**src/rtl/bin2bcd_display_ctrl_if.sv**
```systemverilog
// Handshake and display bundle between a value producer and bin2bcd_display_ctrl.
// master = producer side, slave = converter side.
interface bin2bcd_display_ctrl_if #(
  parameter int WIDTH = 16,
  parameter int NDIG  = 5
);
  logic              in_valid;
  logic              in_ready;
  logic [WIDTH-1:0]  in_value;
  logic [4*NDIG-1:0] bcd_out;
  logic              neg_out;
  logic              out_valid;
  logic              busy;

  modport master (
    output in_valid, in_value,
    input  in_ready, bcd_out, neg_out, out_valid, busy
  );

  modport slave (
    input  in_valid, in_value,
    output in_ready, bcd_out, neg_out, out_valid, busy
  );
endinterface

```
**src/rtl/bin2bcd_display_ctrl.sv**
```systemverilog
// Serial double-dabble binary-to-BCD converter feeding a bank of 7-segment decoders.
// Optional macro BCD_BLANK_LEADING_EN: leading zero digits (above digit 0) are written as 4'hF (dark).
module bin2bcd_display_ctrl #(
  parameter int WIDTH  = 16,
  parameter int NDIG   = 5,
  parameter int SIGNED = 0
) (
  input  logic                    clock,
  input  logic                    reset_n,
  bin2bcd_display_ctrl_if.slave   bus
);

  localparam int BW = 4 * NDIG;
  localparam int CW = $clog2(WIDTH + 1);

  // 10^NDIG > 2^WIDTH  <=>  NDIG*log2(10) > WIDTH; log2(10) truncated so the test errs strict.
  localparam bit NDIG_OK = (longint'(NDIG) * 64'sd3321928) > (longint'(WIDTH) * 64'sd1000000);

  generate
    if (!NDIG_OK) begin : g_ndig_chk
      $error("bin2bcd_display_ctrl: NDIG too small to hold 2^WIDTH");
    end
    if (WIDTH < 2) begin : g_width_chk
      $error("bin2bcd_display_ctrl: WIDTH must be at least 2");
    end
  endgenerate

  function automatic logic [3:0] add3(input logic [3:0] d);
    return (d >= 4'd5) ? d + 4'd3 : d;
  endfunction

  // One double-dabble iteration: correct every digit, then shift in the next magnitude bit.
  function automatic logic [BW-1:0] dabble_step(input logic [BW-1:0] s, input logic b);
    logic [BW-1:0] adj;
    adj = s;
    for (int k = 0; k < NDIG; k++) begin
      adj[4*k +: 4] = add3(s[4*k +: 4]);
    end
    return {adj[BW-2:0], b};
  endfunction

  function automatic logic [BW-1:0] blank_leading(input logic [BW-1:0] s);
    logic [BW-1:0] r;
    r = s;
`ifdef BCD_BLANK_LEADING_EN
    begin
      logic lead;
      lead = 1'b1;
      for (int k = NDIG - 1; k >= 1; k--) begin
        if (lead && (s[4*k +: 4] == 4'd0)) begin
          r[4*k +: 4] = 4'hF;
        end else begin
          lead = 1'b0;
        end
      end
    end
`endif
    return r;
  endfunction

  localparam logic [BW-1:0] BCD_RST = blank_leading('0);

  typedef enum logic {IDLE, SHIFT} state_t;

  state_t           state;
  logic [CW-1:0]    cnt;
  logic [WIDTH-1:0] mag;
  logic [BW-1:0]    scratch;
  logic             sign;
  logic [BW-1:0]    scratch_nxt;
  logic             sign_in;
  logic [BW-1:0]    bcd_r;
  logic             neg_r;
  logic             out_valid_r;
  logic             busy_r;

  assign sign_in     = (SIGNED != 0) && bus.in_value[WIDTH-1];
  assign scratch_nxt = dabble_step(scratch, mag[WIDTH-1]);

  // Scratch/magnitude are pure datapath and only meaningful while in SHIFT, so they carry no reset.
  always_ff @(posedge clock) begin
    if (!reset_n) begin
      state       <= IDLE;
      cnt         <= '0;
      busy_r      <= 1'b0;
      out_valid_r <= 1'b0;
      neg_r       <= 1'b0;
      bcd_r       <= BCD_RST;
    end else begin
      out_valid_r <= 1'b0;
      case (state)
        IDLE: begin
          if (bus.in_valid) begin
            mag     <= sign_in ? -bus.in_value : bus.in_value;
            sign    <= sign_in;
            scratch <= '0;
            cnt     <= CW'(WIDTH);
            busy_r  <= 1'b1;
            state   <= SHIFT;
          end
        end
        SHIFT: begin
          scratch <= scratch_nxt;
          mag     <= mag << 1;
          cnt     <= cnt - CW'(1);
          if (cnt == CW'(1)) begin
            bcd_r       <= blank_leading(scratch_nxt);
            neg_r       <= sign;
            out_valid_r <= 1'b1;
            busy_r      <= 1'b0;
            state       <= IDLE;
          end
        end
        default: state <= IDLE;
      endcase
    end
  end

  assign bus.in_ready  = reset_n & ~busy_r;
  assign bus.busy      = busy_r;
  assign bus.out_valid = out_valid_r;
  assign bus.bcd_out   = bcd_r;
  assign bus.neg_out   = neg_r;

endmodule

```
**src/flat_wrapper.sv**
```systemverilog
// flat-port wrapper written by rule: the top's interface ports become plain ports
module bin2bcd_display_ctrl_flat 
#(
  parameter int WIDTH  = 16,
  parameter int NDIG   = 5,
  parameter int SIGNED = 0
)
  (clock, reset_n, bus_in_valid, bus_in_value, bus_in_ready, bus_bcd_out, bus_neg_out, bus_out_valid, bus_busy);
  bin2bcd_display_ctrl_if #(.WIDTH(WIDTH), .NDIG(NDIG)) bus_i ();
  input  logic clock;
  input  logic reset_n;
  input wire logic [$bits(bus_i.in_valid)-1:0] bus_in_valid;
  input wire logic [$bits(bus_i.in_value)-1:0] bus_in_value;
  output wire logic [$bits(bus_i.in_ready)-1:0] bus_in_ready;
  output wire logic [$bits(bus_i.bcd_out)-1:0] bus_bcd_out;
  output wire logic [$bits(bus_i.neg_out)-1:0] bus_neg_out;
  output wire logic [$bits(bus_i.out_valid)-1:0] bus_out_valid;
  output wire logic [$bits(bus_i.busy)-1:0] bus_busy;
  assign bus_i.in_valid = bus_in_valid;
  assign bus_i.in_value = bus_in_value;
  assign bus_in_ready = bus_i.in_ready;
  assign bus_bcd_out = bus_i.bcd_out;
  assign bus_neg_out = bus_i.neg_out;
  assign bus_out_valid = bus_i.out_valid;
  assign bus_busy = bus_i.busy;
  bin2bcd_display_ctrl #(.WIDTH(WIDTH), .NDIG(NDIG), .SIGNED(SIGNED)) u_core (.clock(clock), .reset_n(reset_n), .bus(bus_i));
endmodule
```
**config.mk**
```make
export PLATFORM = sky130hd
export DESIGN_NAME = bin2bcd_display_ctrl_flat
export DESIGN_NICKNAME = d
export VERILOG_FILES = /design/src/rtl/bin2bcd_display_ctrl_if.sv /design/src/rtl/bin2bcd_display_ctrl.sv /design/src/flat_wrapper.sv
export SDC_FILE = /design/constraint.sdc
export NUM_CORES = 1
export LEC_CHECK = 0
export CAP_MARGIN = 10
export CORE_MARGIN = 2
export CORE_UTILIZATION = 41
export CTS_BUF_LIST = sky130_fd_sc_hd__clkbuf_4 sky130_fd_sc_hd__clkbuf_8 sky130_fd_sc_hd__clkbuf_16
export CTS_CLUSTER_SIZE = 24
export DETAILED_ROUTE_END_ITERATION = 12
export GPL_ROUTABILITY_DRIVEN = 0
export SETUP_SLACK_MARGIN = 0.02
export SYNTH_ARGS = -nofsm -noshare
export SYNTH_HDL_FRONTEND = slang
export SYNTH_SLANG_ARGS = --single-unit
```
**constraint.sdc**
```tcl
create_clock -name clock -period 3.35 [get_ports clock]
set_input_delay 0.8375 -clock clock [delete_from_list [all_inputs] [get_ports clock]]
set_output_delay 0.8375 -clock clock [all_outputs]
set_load 0.01 [all_outputs]
```
==> reports/metrics.cfg <==
[timing]
hold_viol_final = 0
tightest_slew_ns = 0.676
fmax_mhz = 355
fin_skew_ns = 0.00839
final.min_clock_period_ns = 2.81
fin_crit_sh_pct = 84.0
hold_ws_ns = 0.462
rsz0062_at_grt = false
relSlewSlack_pct = 54.9
tns_ns = 0
setup_violations = 0
drv_slew = 0

[worst_setup_path]
cp_common_cell = clkdlybuf4s50_1
path_class = in -> out
worst-path-max-fanout = 2
timing.critical_path.max_delay_family = buffers and inverters
crit_path_max_incr_delay_ns = 0.54
critPathSlowestCell = clkdlybuf4s50_1
crit_arrival_ns = 1.98
reg2reg_from = u_core.state$_SDFF_PN0_
reg2reg_to = u_core.cnt[2]$_SDFFE_PN0P_
crit_path_cell_trace = clkdlybuf4s50_1, nor2b_1, clkdlybuf4s50_1
required_ns = 2.51
startpoint_type = primary input
r2r_slack_ns = 1.33
crit_buf_inv = 2
path_depth = 3
ff2ff_path_depth = 4
endpoint_kind = primary output

[final_layout]
syn2layout_area_growth_pct = 24.5
drive_above_1_share_pct = 16.9
fin_cells = 358
fin_area_um2 = 3510
antenna_cells = 0
final_net_count = 304

[floorplanning]
core-area_um2 = 6720
dieWidth_um = 87.0
die_y_um = 87.0
num_io_pins = 43
initial_core_util_pct = 42.0
die_area_um2 = 7560
rows = 30

[synthesis]
synthMuxAreaShare_pct = 8.33
netlist_area_um2 = 2820
synth_compound_area_share_pct = 11.3
syn-instance-count = 225
synth_top_family_by_area = simple AND/OR/NAND/NOR gates
synth_edf_count = 36
synth-simple-area-share_pct = 11.3
yosysWarnings = 0
synth_xor_area_share_pct = 1.55
ys_seq_area_share_pct = 58.2
synth.avg_cell_area_um2 = 12.5
ys.flop_type = edfxtp_1
synth_adder_area_share_pct = 5.32
synth_nets = 256
ys_async_sr_fraction_pct = 0
ys_ff_latch = 64
synth_cell_type_count = 33

[global_routing]
antenna_found_initial = 0
grt_pass1_wl_um = 8050
grt_overflow = 0
grt_usage_pct = 14.4
grt_pass1_vias = 1732
grt_max_degree = 23

[clock_tree]
clkLatencyLatePin_ns = 0.34
cts_buffers = 9
post_cts_resized = 0
post_cts_buffers = 0
cts-hold-fix-buffers = 0
clock_sinks = 64
ctsRootBufferMaster = clkbuf_8
cts_tree = done
htreeDepth = 3
cts.path.max_buffers = 2
cts.reportedPaths.clkPinSlew_ns = 0.07

[power_and_ir_drop]
powerDensity_nw_per_um2 = 499
power.leakage_nw = 1.28
ir_worst_vdd_uv = 221

[flow_run]
maxCapViolations = 0

[detailed_routing]
vias_per_cell = 5.05
wire_per_inst_um = 13.5
drcViolationCount = 0
drt-pass1-iter-count = 4
antenna_left = 0
via_count = 1808
drt_iter0_markers = 54
wl_um = 4840

[placed_design]
dp_hpwl_um = 3300
dpl_cell_area_um2 = 3310
io_buffers = 41
dp_cells = 342

[min_path]
hold_end = u_core.bus.bcd_out[4]$_SDFFE_PN0P_
min_path_type = reg -> reg
min_from = u_core.bus.bcd_out[4]$_SDFFE_PN0P_
hold_depth = 1

[status]
status = completed

worst reg2reg max path: stages, from the launching register on:
cell and delay, ns:
dfxtp_1 0.76, clkinv_1 0.69, nor2_1 0.23, o21ai_0 0.08, a21boi_0 0.18
kinds of logic (layout without fill, tap and decap cells):
kind of cell               Yosys count  count (layout)
and+or+nand+nor                     54              54
xor gates and xnor gates             5               5
buffers and inverters               22              75
adders and majority gates           12              12
DFF                                 64              64
other                                1               1
muxes                               21              21
AOI/OAI and AO/OA                   46              46
through the flow:
step           utilization, %  setup slack, ns  total power, mW
2_1_floorplan               -            0.374             1.06
3_3_place_gp             49.3            0.531             1.13
3_5_place_dp             49.3            0.519             1.13
4_1_cts                  52.3            0.519             1.78
5_1_grt                  52.3            0.497             1.84
6_report                 52.3            0.536             1.75
layer usage:
layer  GRT usage, %  wire, um  vias up
met3           5.78       222        5
met4           6.39        82        0
met1           17.8      2320      862
met5              0         0        -
li1               -         -      905
met2           22.1      2210       36
area by class of cell:
type                       instances  area, um2
clock buffer                      12        176
sequential                        64       1640
fill                             610       3200
tap                               80        100
inverter                          14       52.6
clock inverter                     4       25.0
multi-input combinational        139       1080
timing repair buffer              45        440
synth_stat cells, types with 9 or more instances:
cell type	number	share of area [%]
nor3b_1	9	2.4
inv_1	12	1.6
dfxtp_1	28	20
a21oi_1	16	2.8
nor2_1	18	2.4
mux2_2	20	8.0
ha_1	12	5.3
o2bb2ai_1	14	4.3
edfxtp_1	36	38
state kept, by name (all words and copies together) (netlist names):
name / flops
u_core.bus.out_valid: 1
u_core.bus.busy: 1
u_core.scratch: 20
u_core.mag: 16
u_core.bus.bcd_out: 20
u_core.cnt: 5
u_core.state: 1
cells in the final DEF, fill, tap and decap left out:
master            n
clkbuf_16         1
nor2b_4           2
mux2_2           20
clkdlybuf4s50_1  41
ha_1             12
a21boi_0          2
nor3b_1           9
a22o_1            6
nand2_1           2
nand3b_1          2
clkinvlp_4        2
nor2_1           18
a21oi_1          16
o2bb2ai_1        14
o221a_2           1
mux2i_1           1
and2_1            6
clkinv_1          1
inv_2             1
o21ai_0           6
nand2_4           1
buf_4             4
edfxtp_1         36
clkinv_2          2
and4b_4           1
dfxtp_1          28
nor3_1            2
inv_1            12
nand2b_1          5
nor2_2            1
conb_1            1
nor2b_1           5
clkbuf_8         11
o21a_1            1
xnor2_1           5
worst max path at each step:
stage,from,end,slack (ns)
after floorplan,bus_in_valid,u_core.mag[0]$_SDFFCE_PP0P_,0.37
after global routing,reset_n,bus_in_ready,0.50
final,reset_n,bus_in_ready,0.54
after global placement,reset_n,bus_in_ready,0.53
after detailed placement,reset_n,bus_in_ready,0.52
after CTS,reset_n,bus_in_ready,0.52
power by group:
part | leakage, nW | switching (mW) | internal [mW]
Clock | 0.0995 | 0.295 | 0.351
Sequential | 0.577 | 0.0288 | 0.881
Combinational | 0.607 | 0.0948 | 0.103
Note: power is estimated with default switching activity, not from simulation.
